### src/rtl/fpu_pkg.sv
// fpu_pkg: shared types and constants for the FPU issue controller.
//   fpu_state_e   - controller state encoding
//   FADD..FNEG    - FPU cluster unit indices (bit position in fpu_in_valid)
//   N_UNITS_DEF   - default number of FPU units
//   CNT_W         - width of the response timeout counter
package fpu_pkg;

    typedef enum logic [1:0] {
        ST_IDLE  = 2'd0,
        ST_ISSUE = 2'd1,
        ST_WAIT  = 2'd2,
        ST_RESP  = 2'd3
    } fpu_state_e;

    localparam logic [3:0] FADD  = 4'd0;
    localparam logic [3:0] FSUB  = 4'd1;
    localparam logic [3:0] FMUL  = 4'd2;
    localparam logic [3:0] FDIV  = 4'd3;
    localparam logic [3:0] FSQRT = 4'd4;
    localparam logic [3:0] FTOI  = 4'd5;
    localparam logic [3:0] ITOF  = 4'd6;
    localparam logic [3:0] FEQ   = 4'd7;
    localparam logic [3:0] FLT   = 4'd8;
    localparam logic [3:0] FNEG  = 4'd9;

    localparam int N_UNITS_DEF = 10;
    localparam int CNT_W       = 16;

endpackage

### src/rtl/fpu_timeout_cnt.sv
// fpu_timeout_cnt: 16-bit saturating up-counter with clear/enable and an
// expired flag.
//   clk, rstn  - clock, asynchronous active-low reset
//   clear_i    - synchronous clear to 0 (wins over en_i)
//   en_i       - count one cycle
//   expired_o  - this enabled cycle brings the count to TIMEOUT
module fpu_timeout_cnt
    import fpu_pkg::*;
#(
    parameter int TIMEOUT = 255
) (
    input  logic clk,
    input  logic rstn,
    input  logic clear_i,
    input  logic en_i,
    output logic expired_o
);

    localparam logic [CNT_W-1:0] LIMIT = CNT_W'(TIMEOUT);

    logic [CNT_W-1:0] cnt_q;
    logic [CNT_W-1:0] cnt_d;
    logic [CNT_W-1:0] cnt_inc;

    // Saturate instead of wrapping so a long stall can never alias back to
    // a small count.
    assign cnt_inc = (cnt_q == {CNT_W{1'b1}}) ? cnt_q : cnt_q + 1'b1;

    always_comb begin
        cnt_d = cnt_q;
        if (clear_i) begin
            cnt_d = '0;
        end else if (en_i) begin
            cnt_d = cnt_inc;
        end
    end

    // Compare the post-increment value so the flag fires on the cycle in
    // which the count reaches TIMEOUT, i.e. after exactly TIMEOUT enabled
    // cycles.
    assign expired_o = en_i && !clear_i && (cnt_inc == LIMIT);

    always_ff @(posedge clk or negedge rstn) begin
        if (!rstn) begin
            cnt_q <= '0;
        end else begin
            cnt_q <= cnt_d;
        end
    end

endmodule

### src/rtl/fpu_issue_ctrl.sv
// fpu_issue_ctrl: issues one floating-point op at a time from decode to the
// FPU cluster and returns the result (or an error) with its tag.
//   clk, rstn                         - clock, asynchronous active-low reset
//   req_valid/req_ready               - decode request handshake
//   req_unit, req_a, req_b, req_tag   - unit index, operands, tag
//   rsp_valid/rsp_ready               - response handshake to decode
//   rsp_data, rsp_tag, rsp_err        - result, tag, timeout/illegal-unit flag
//   fpu_data_a/b/c, fpu_in_valid      - operands, tag and one-hot start pulse
//   fpu_out, fpu_out_valid            - FPU result and strobe
//   busy                              - controller not idle
//
// state    | meaning
// ---------+-------------------------------------------------------------
// ST_IDLE  | ready for a request; req_ready high
// ST_ISSUE | one-cycle fpu_in_valid pulse; timeout counter cleared
// ST_WAIT  | waiting for fpu_out_valid or timeout
// ST_RESP  | rsp_valid high until decode takes it with rsp_ready
module fpu_issue_ctrl
    import fpu_pkg::*;
#(
    parameter int N_UNITS = N_UNITS_DEF,
    parameter int TIMEOUT = 255
) (
    input  logic               clk,
    input  logic               rstn,
    input  logic               req_valid,
    output logic               req_ready,
    input  logic [3:0]         req_unit,
    input  logic [31:0]        req_a,
    input  logic [31:0]        req_b,
    input  logic [7:0]         req_tag,
    output logic               rsp_valid,
    input  logic               rsp_ready,
    output logic [31:0]        rsp_data,
    output logic [7:0]         rsp_tag,
    output logic               rsp_err,
    output logic [31:0]        fpu_data_a,
    output logic [31:0]        fpu_data_b,
    output logic [7:0]         fpu_data_c,
    output logic [N_UNITS-1:0] fpu_in_valid,
    input  logic [31:0]        fpu_out,
    input  logic               fpu_out_valid,
    output logic               busy
);

    fpu_state_e         state_q;
    logic [31:0]        a_q;
    logic [31:0]        b_q;
    logic [7:0]         tag_q;
    logic [31:0]        rsp_data_q;
    logic               rsp_err_q;
    logic               rsp_valid_q;
    logic               req_ready_q;
    logic               busy_q;
    logic [N_UNITS-1:0] in_valid_q;
    logic               tmo_expired;
    logic               unit_legal;

    assign unit_legal = int'(req_unit) < N_UNITS;

    fpu_timeout_cnt #(
        .TIMEOUT (TIMEOUT)
    ) u_tmo (
        .clk       (clk),
        .rstn      (rstn),
        .clear_i   (state_q == ST_ISSUE),
        .en_i      (state_q == ST_WAIT),
        .expired_o (tmo_expired)
    );

    always_ff @(posedge clk or negedge rstn) begin
        if (!rstn) begin
            state_q     <= ST_IDLE;
            a_q         <= '0;
            b_q         <= '0;
            tag_q       <= '0;
            rsp_data_q  <= '0;
            rsp_err_q   <= 1'b0;
            rsp_valid_q <= 1'b0;
            req_ready_q <= 1'b1;
            busy_q      <= 1'b0;
            in_valid_q  <= '0;
        end else begin
            in_valid_q <= '0;
            unique case (state_q)
                ST_IDLE: begin
                    if (req_valid) begin
                        a_q         <= req_a;
                        b_q         <= req_b;
                        tag_q       <= req_tag;
                        req_ready_q <= 1'b0;
                        busy_q      <= 1'b1;
                        if (unit_legal) begin
                            // Pulse is registered here so it lines up with ISSUE.
                            in_valid_q <= N_UNITS'(1) << req_unit;
                            state_q    <= ST_ISSUE;
                        end else begin
                            rsp_data_q  <= '0;
                            rsp_err_q   <= 1'b1;
                            rsp_valid_q <= 1'b1;
                            state_q     <= ST_RESP;
                        end
                    end
                end
                ST_ISSUE: begin
                    state_q <= ST_WAIT;
                end
                ST_WAIT: begin
                    // A result arriving on the timeout cycle still wins.
                    if (fpu_out_valid) begin
                        rsp_data_q  <= fpu_out;
                        rsp_err_q   <= 1'b0;
                        rsp_valid_q <= 1'b1;
                        state_q     <= ST_RESP;
                    end else if (tmo_expired) begin
                        rsp_data_q  <= '0;
                        rsp_err_q   <= 1'b1;
                        rsp_valid_q <= 1'b1;
                        state_q     <= ST_RESP;
                    end
                end
                ST_RESP: begin
                    if (rsp_ready) begin
                        rsp_valid_q <= 1'b0;
                        req_ready_q <= 1'b1;
                        busy_q      <= 1'b0;
                        state_q     <= ST_IDLE;
                    end
                end
                default: begin
                    state_q <= ST_IDLE;
                end
            endcase
        end
    end

    assign req_ready    = req_ready_q;
    assign busy         = busy_q;
    assign rsp_valid    = rsp_valid_q;
    assign rsp_data     = rsp_data_q;
    assign rsp_err      = rsp_err_q;
    assign rsp_tag      = tag_q;
    assign fpu_data_a   = a_q;
    assign fpu_data_b   = b_q;
    assign fpu_data_c   = tag_q;
    assign fpu_in_valid = in_valid_q;

endmodule

### config.mk
export PLATFORM = sky130hd
export DESIGN_NAME = fpu_issue_ctrl
export DESIGN_NICKNAME = d
export VERILOG_FILES = /design/src/rtl/fpu_pkg.sv /design/src/rtl/fpu_timeout_cnt.sv /design/src/rtl/fpu_issue_ctrl.sv
export SDC_FILE = /design/constraint.sdc
export NUM_CORES = 1
export LEC_CHECK = 0
export CORE_ASPECT_RATIO = 1.2
export CORE_UTILIZATION = 44
export CTS_CLUSTER_DIAMETER = 120
export DETAILED_ROUTE_END_ITERATION = 10
export PLACE_DENSITY = 0.87
export SLEW_MARGIN = 20
export SYNTH_ARGS = -nofsm -noshare
export SYNTH_HDL_FRONTEND = slang
export SYNTH_HIERARCHICAL = 1
export SYNTH_SLANG_ARGS = --single-unit
### constraint.sdc
create_clock -name clk -period 3.1 [get_ports clk]
set_input_delay 0.31 -clock clk [delete_from_list [all_inputs] [get_ports clk]]
set_output_delay 0.31 -clock clk [all_outputs]
set_load 0.005 [all_outputs]
**Word level (Yosys, flattened, before mapping)**

Index checks and enable logic that the tools add are counted.

- Multipliers: 0
- Bitwise operators: 0
- Add/subtract/negate cells: 1
- $lt $le $gt $ge: 1
- Shift-type cells: 1
- Reductions and logical operators: 13
- Div/mod/pow operators: 0
- Equality and inequality tests: 9
- Mux-type cells: 30

Operator list:

| kind | count |
|---|---|
| 32-bit 2-to-1 mux | 4 |
| 32-bit one-hot mux with 2 select lines | 1 |
| 16-bit 2-to-1 mux | 3 |
| 10-bit 2-to-1 mux | 3 |
| 16-bit by 1-bit adder with 16-bit output, second input constant | 1 |
| 16-bit == test, second input constant | 1 |
| 16-bit by 8-bit == test with 1-bit output, second input constant | 1 |
| 2-bit 2-to-1 mux | 5 |
| 1-bit by 4-bit left shift with 10-bit output, first input constant | 1 |
| 1-bit 2-to-1 mux | 9 |
| 2-bit one-hot mux with 4 select lines | 1 |
| 2-bit inequality test, second input constant | 3 |
| 1-bit one-hot mux with 2 select lines | 3 |
| 3-bit AND reduction | 2 |
| 2-bit nonzero test | 3 |
| 5-bit AND reduction | 1 |
| 2-bit == test, second input constant | 2 |
| 4-bit < comparator, second input constant | 1 |
| 4-bit AND reduction | 1 |
| 3-bit inequality test, second input constant | 1 |
| 1-bit one-hot mux with 3 select lines | 1 |
| 3-bit nonzero test | 1 |
| 2-bit by 1-bit == test with 1-bit output, second input constant | 1 |
| 1-bit logical AND | 2 |
| 3 further kinds | 3 |

- Input port bits: 113
- Register bits: 136
- Latch bits: 0
- RAM bits: 0
- Bits in read-only memories: 0
- Memories: 0

**Logic depth before layout (Yosys ltp)**

- Depth after elaboration: 7
- Gate-level depth with buffers: 11
- Depth with buffers taken out: 9

**By module**

Netlist, hierarchy kept.

Modules (own cells, without submodules):

| module | cells each | instances | area an instance (µm²) |
|---|---|---|---|
| fpu_issue_ctrl | 491 | 1 | 4948.5 |
| fpu_timeout_cnt | 129 | 1 | 1157.4 |

**Worst setup path after synthesis**

OpenSTA, ideal clock, no wires.

- Path type: register to register
- Start: register u_tmo.cnt_q[0]
- End: register rsp_data_q[10] (netlist: rsp_data[10])
- Stages on the path, launching flop included: 12
- Slack: 0.300 ns
- Data arrival time: 2.673 ns
- Buffers on the path: 2
- Required time: 2.973 ns
- Library setup time: 0.127 ns
- Cell sequence: dfrtp_1 ha_1 buf_2 a21oi_1 mux2_2 a21oi_1 or4_1 nor3_2 nor3b_2 a211oi_4 buf_6 mux2_1

- Word-level cells in the longest chain between the ends: 6
- Elaborated cells between the ends (all ways): 7
- Classes of those cells: add/sub (1); eq/ne (3); mux (1); reduce/logical (2)

Ends and longest elaborated chain:

| item | RTL line | source |
|---|---|---|
| from (decl) | fpu_timeout_cnt.sv:21 | `logic [CNT_W-1:0] cnt_q;` |
| from (signal assigned) | fpu_timeout_cnt.sv:47 | `cnt_q <= cnt_d;` |
| 16-bit by 1-bit adder with 16-bit output or 16-bit == test (tied branches) | fpu_timeout_cnt.sv:27 | `assign cnt_inc = (cnt_q == {CNT_W{1'b1}}) ? cnt_q : cnt_q + 1'b1;` |
| 16-bit 2-to-1 mux * | fpu_timeout_cnt.sv:27 |  |
| 16-bit by 8-bit == test with 1-bit output * | fpu_timeout_cnt.sv:41 | `assign expired_o = en_i && !clear_i && (cnt_inc == LIMIT);` |
| 1-bit logical AND * | fpu_timeout_cnt.sv:41 |  |
| net tmo_expired | fpu_issue_ctrl.sv:56 | `logic tmo_expired;` |
| 3-bit inequality test (no source line) * | -- |  |
| 4-bit AND reduction (no source line) * | -- |  |
| to (signal assigned) | fpu_issue_ctrl.sv:111 | `rsp_data_q <= fpu_out;` |
| to (decl) | fpu_issue_ctrl.sv:50 | `logic [31:0] rsp_data_q;` |

The timed path passes the listed nets; every way through them passes the cells marked *.
A chain may end at the register's enable or synchronous reset.

**Final worst setup path**

- Start: register u_tmo.cnt_q[10]
- End: register rsp_data_q[30] (netlist: rsp_data[30])

Same word-level chain as after synthesis.

==> flow_metrics.env <==
export IMPL_min_path_type="in2async"
export IMPL_gr_total_overflow=0
export IMPL_place_ws_ps=142
export IMPL_cts_root_buf="clkbuf_16"
export IMPL_synth_seq_cells=136
export IMPL_diodes=0
export IMPL_synthCells=620
export IMPL_ioPinCount=239
export IMPL_start_util=0.457
export IMPL_port_buffers=238
export IMPL_syn2layout_area_growth_pct=48.8
export IMPL_die_h_um=131
export IMPL_placed_cells=988
export IMPL_ys_types=59
export IMPL_synth_avg_cell_area_um2=9.85
export IMPL_ys_warn_count=6
export IMPL_ys_seq_area_frac=0.558
export IMPL_dieArea_um2=14400
export IMPL_grt_max_degree=59
export IMPL_place_area_um2=8530
export IMPL_ys_async_sr_fraction=1.00
export IMPL_ff2ff_path_depth=9
export IMPL_antenna_left=0
export IMPL_p_leak_nw=4.32
export IMPL_core_area_um2=13400
export IMPL_finalWorstSetupSlack_ps=179
export IMPL_arrival_ps=3210
export IMPL_synth_area_leaders="dfrtp_1, nand2_1, mux2_1, and3_1, buf_4"
export IMPL_numClockSinks=136
export IMPL_tightest_slew_ps=737
export IMPL_drc=0
export IMPL_cts_max_level=4
export IMPL_cts_tree="done"
export IMPL_rrSetupSlack_ps=180
export IMPL_clock_latency_ps=410
export IMPL_cts_setup_buffers=0
export IMPL_slew_violations=0
export IMPL_critPathSlowestCell="nor4_2"
export IMPL_drtIter0Drc=314
export IMPL_clk_pin_slew_worst_paths_ps=60
export IMPL_cp_buffers_inverters=1
export IMPL_synth_nets=739
export IMPL_wl_mm=16.6
export IMPL_synth_edf_count=0
export IMPL_nets=959
export IMPL_power_density_nw_per_um2=874
export IMPL_num_vias=5177
export IMPL_max_freq_mhz=342
export IMPL_cts_made_buffers=17
export IMPL_relSlewSlack=0.507
export IMPL_fin_area_um2=9090
export IMPL_gp_congestion=0.891
export IMPL_num_rows=46
export IMPL_crit_chain="nand4_4, nor4_2, and3b_2, o22ai_1, nor3_2, nor3b_2, a211oi_4, buf_12, mux2_1"
export IMPL_dp_hpwl_mm=11.6
export IMPL_final_cells=1020
export IMPL_hold_viol_final=0
export IMPL_yosysMostFrequentCell="nand2_1"
export IMPL_reg2reg_from="u_tmo/cnt_q[10]$_DFFE_PN0P_"
export IMPL_crit_required_ps=3390
export IMPL_r2r_end="rsp_data[30]$_DFFE_PN0P_"
export IMPL_yosysTopAreaCell="dfrtp_1"
export IMPL_grt_pass1_vias=5243
export IMPL_synth_flop_cell="dfrtp_1"
export IMPL_fin_skew_ps=11.2
export IMPL_vdd_drop_max_uv=512
export IMPL_setup_viol=0
export IMPL_worstSetupPathType="reg2reg"
export IMPL_cp_max_fo=33
export IMPL_fin_crit_ps=2920
export IMPL_track_usage=0.237
export IMPL_final_period_utilization=0.942
export IMPL_status="complete, no violations"
export IMPL_grt_pass1_wl_mm=25.8
export IMPL_viasPerCell=5.08
export IMPL_synth_top_area_share=0.553
export IMPL_die_x_um=110
export IMPL_crit_family="simple AND/OR/NAND/NOR gates"
export IMPL_endpoint_kind="flip-flop"
export IMPL_antenna_found_initial=0
export IMPL_first_pass_iters=4
export IMPL_fillers=998
export IMPL_ctsLongestPathBuffers=2
export IMPL_yosys_top_cells_count="nand2_1, dfrtp_1, and3_1"
export IMPL_cpPeakStageDelay_ps=620
export IMPL_netlist_area_um2=6110
export IMPL_drv_cap=0
export IMPL_drive_above_1_share=0.0763
export IMPL_avgRoutedWirePerCell_um=16.3
export IMPL_start_kind="flip-flop"
-- where the power goes --
group          internal [mW]  total, mW  leakage, nW  switching [mW]
clock network           1.05       1.85        0.251           0.800
registers               2.45       2.85         1.76           0.402
logic                   1.86       3.24         2.31            1.38
total                   5.36       7.94         4.32            2.58
-- per-stage QoR --
step	utilization	hold slack, ps	total power, mW	TNS (ps)
floorplan	-	14.4	4.25	0
global placement	0.639	312	5.99	0
detailed placement	0.639	314	6.12	0
CTS	0.680	404	8.02	0
global route	0.680	410	8.48	-1.16
finish	0.680	422	7.94	0
-- cell usage in the layout (no fill, tap or decap), types with 4 or more instances in the layout --
cell	netlist	layout
clkinvlp_4	0	5
or3_1	5	5
dfrtp_1	135	135
ha_1	6	5
and3_1	32	32
inv_1	9	9
clkdlybuf4s50_1	0	237
mux2_1	30	30
mux2_2	5	5
inv_6	0	4
nand3_1	8	8
nor2_1	20	20
a211oi_1	5	5
nand2_1	227	226
xnor2_1	4	4
nand4_1	6	6
a21oi_1	13	13
clkbuf_16	0	17
nor3_1	13	13
buf_4	11	8
-- what timing repair did --
item                       CTS  global route
hold endpoints to repair    55             0
setup endpoints to repair    0            33
gates resized for setup      0             2
hold buffers                 1             0
-- metal layers --
layer  vias to the layer above  share of wire  GRT usage  routed length, µm
met5                         -              0          0                  0
met4                         0          0.022     0.0902                367
met3                        28          0.082     0.0794               1360
met2                       227           0.50      0.400               8210
met1                      2442           0.40      0.279               6640
li1                       2480              -          -                  -
-- cell type report --
cell class                      count  area (µm²)  share of cell area
Timing Repair Buffer              249        2490               0.274
Clock buffer                       19         443              0.0487
Inverter                            9        33.8             0.00372
Sequential cell                   136        3400               0.375
Multi-Input combinational cell    427        2410               0.265
Clock inverter                     12        93.8              0.0103
Tap cell                          168         210              0.0231
-- worst max-delay path by stage --
stage	startpoint	endpoint	slack, ps	depth (start not counted)
after floorplan	u_tmo/cnt_q[0]$_DFFE_PN0P_	rsp_data[10]$_DFFE_PN0P_	300	11
after global placement	u_tmo/cnt_q[0]$_DFFE_PN0P_	rsp_err$_DFFE_PN0P_	210	10
after detailed placement	u_tmo/cnt_q[0]$_DFFE_PN0P_	rsp_data[30]$_DFFE_PN0P_	140	10
after CTS	u_tmo/cnt_q[0]$_DFFE_PN0P_	rsp_data[30]$_DFFE_PN0P_	130	10
after global routing	u_tmo/cnt_q[10]$_DFFE_PN0P_	rsp_data[12]$_DFFE_PN0P_	-1	9
final	u_tmo/cnt_q[10]$_DFFE_PN0P_	rsp_data[30]$_DFFE_PN0P_	180	9
-- registers in the layout, indices dropped and copies added, names as in the netlist --
signal	cells
state_q	2
fpu_data_b	32
fpu_in_valid	10
busy	1
u_tmo/cnt_q	16
fpu_data_a	32
rsp_valid	1
fpu_data_c	8
rsp_data	32
rsp_err	1
req_ready	1
-- cell families (layout without fill, tap and decap cells) --
family,Yosys count,count (layout),share of synthesized area
simple gates,339,339,0.256
flops,136,136,0.558
buf+inv,57,289,0.0506
mux,39,39,0.0719
compound gates,38,38,0.0447
fa+ha+maj,6,6,0.0123
xor+xnor,5,5,0.00717
-- worst register-to-register path: stages, from the launching register on --
cell and delay, ps:
dfrtp_1 510, nand4_4 200, nor4_2 620, and3b_2 290, o22ai_1 80, nor3_2 170, nor3b_2 110, a211oi_4 210
buf_12 240, mux2_1 380
(Power assumes the default switching activity.)
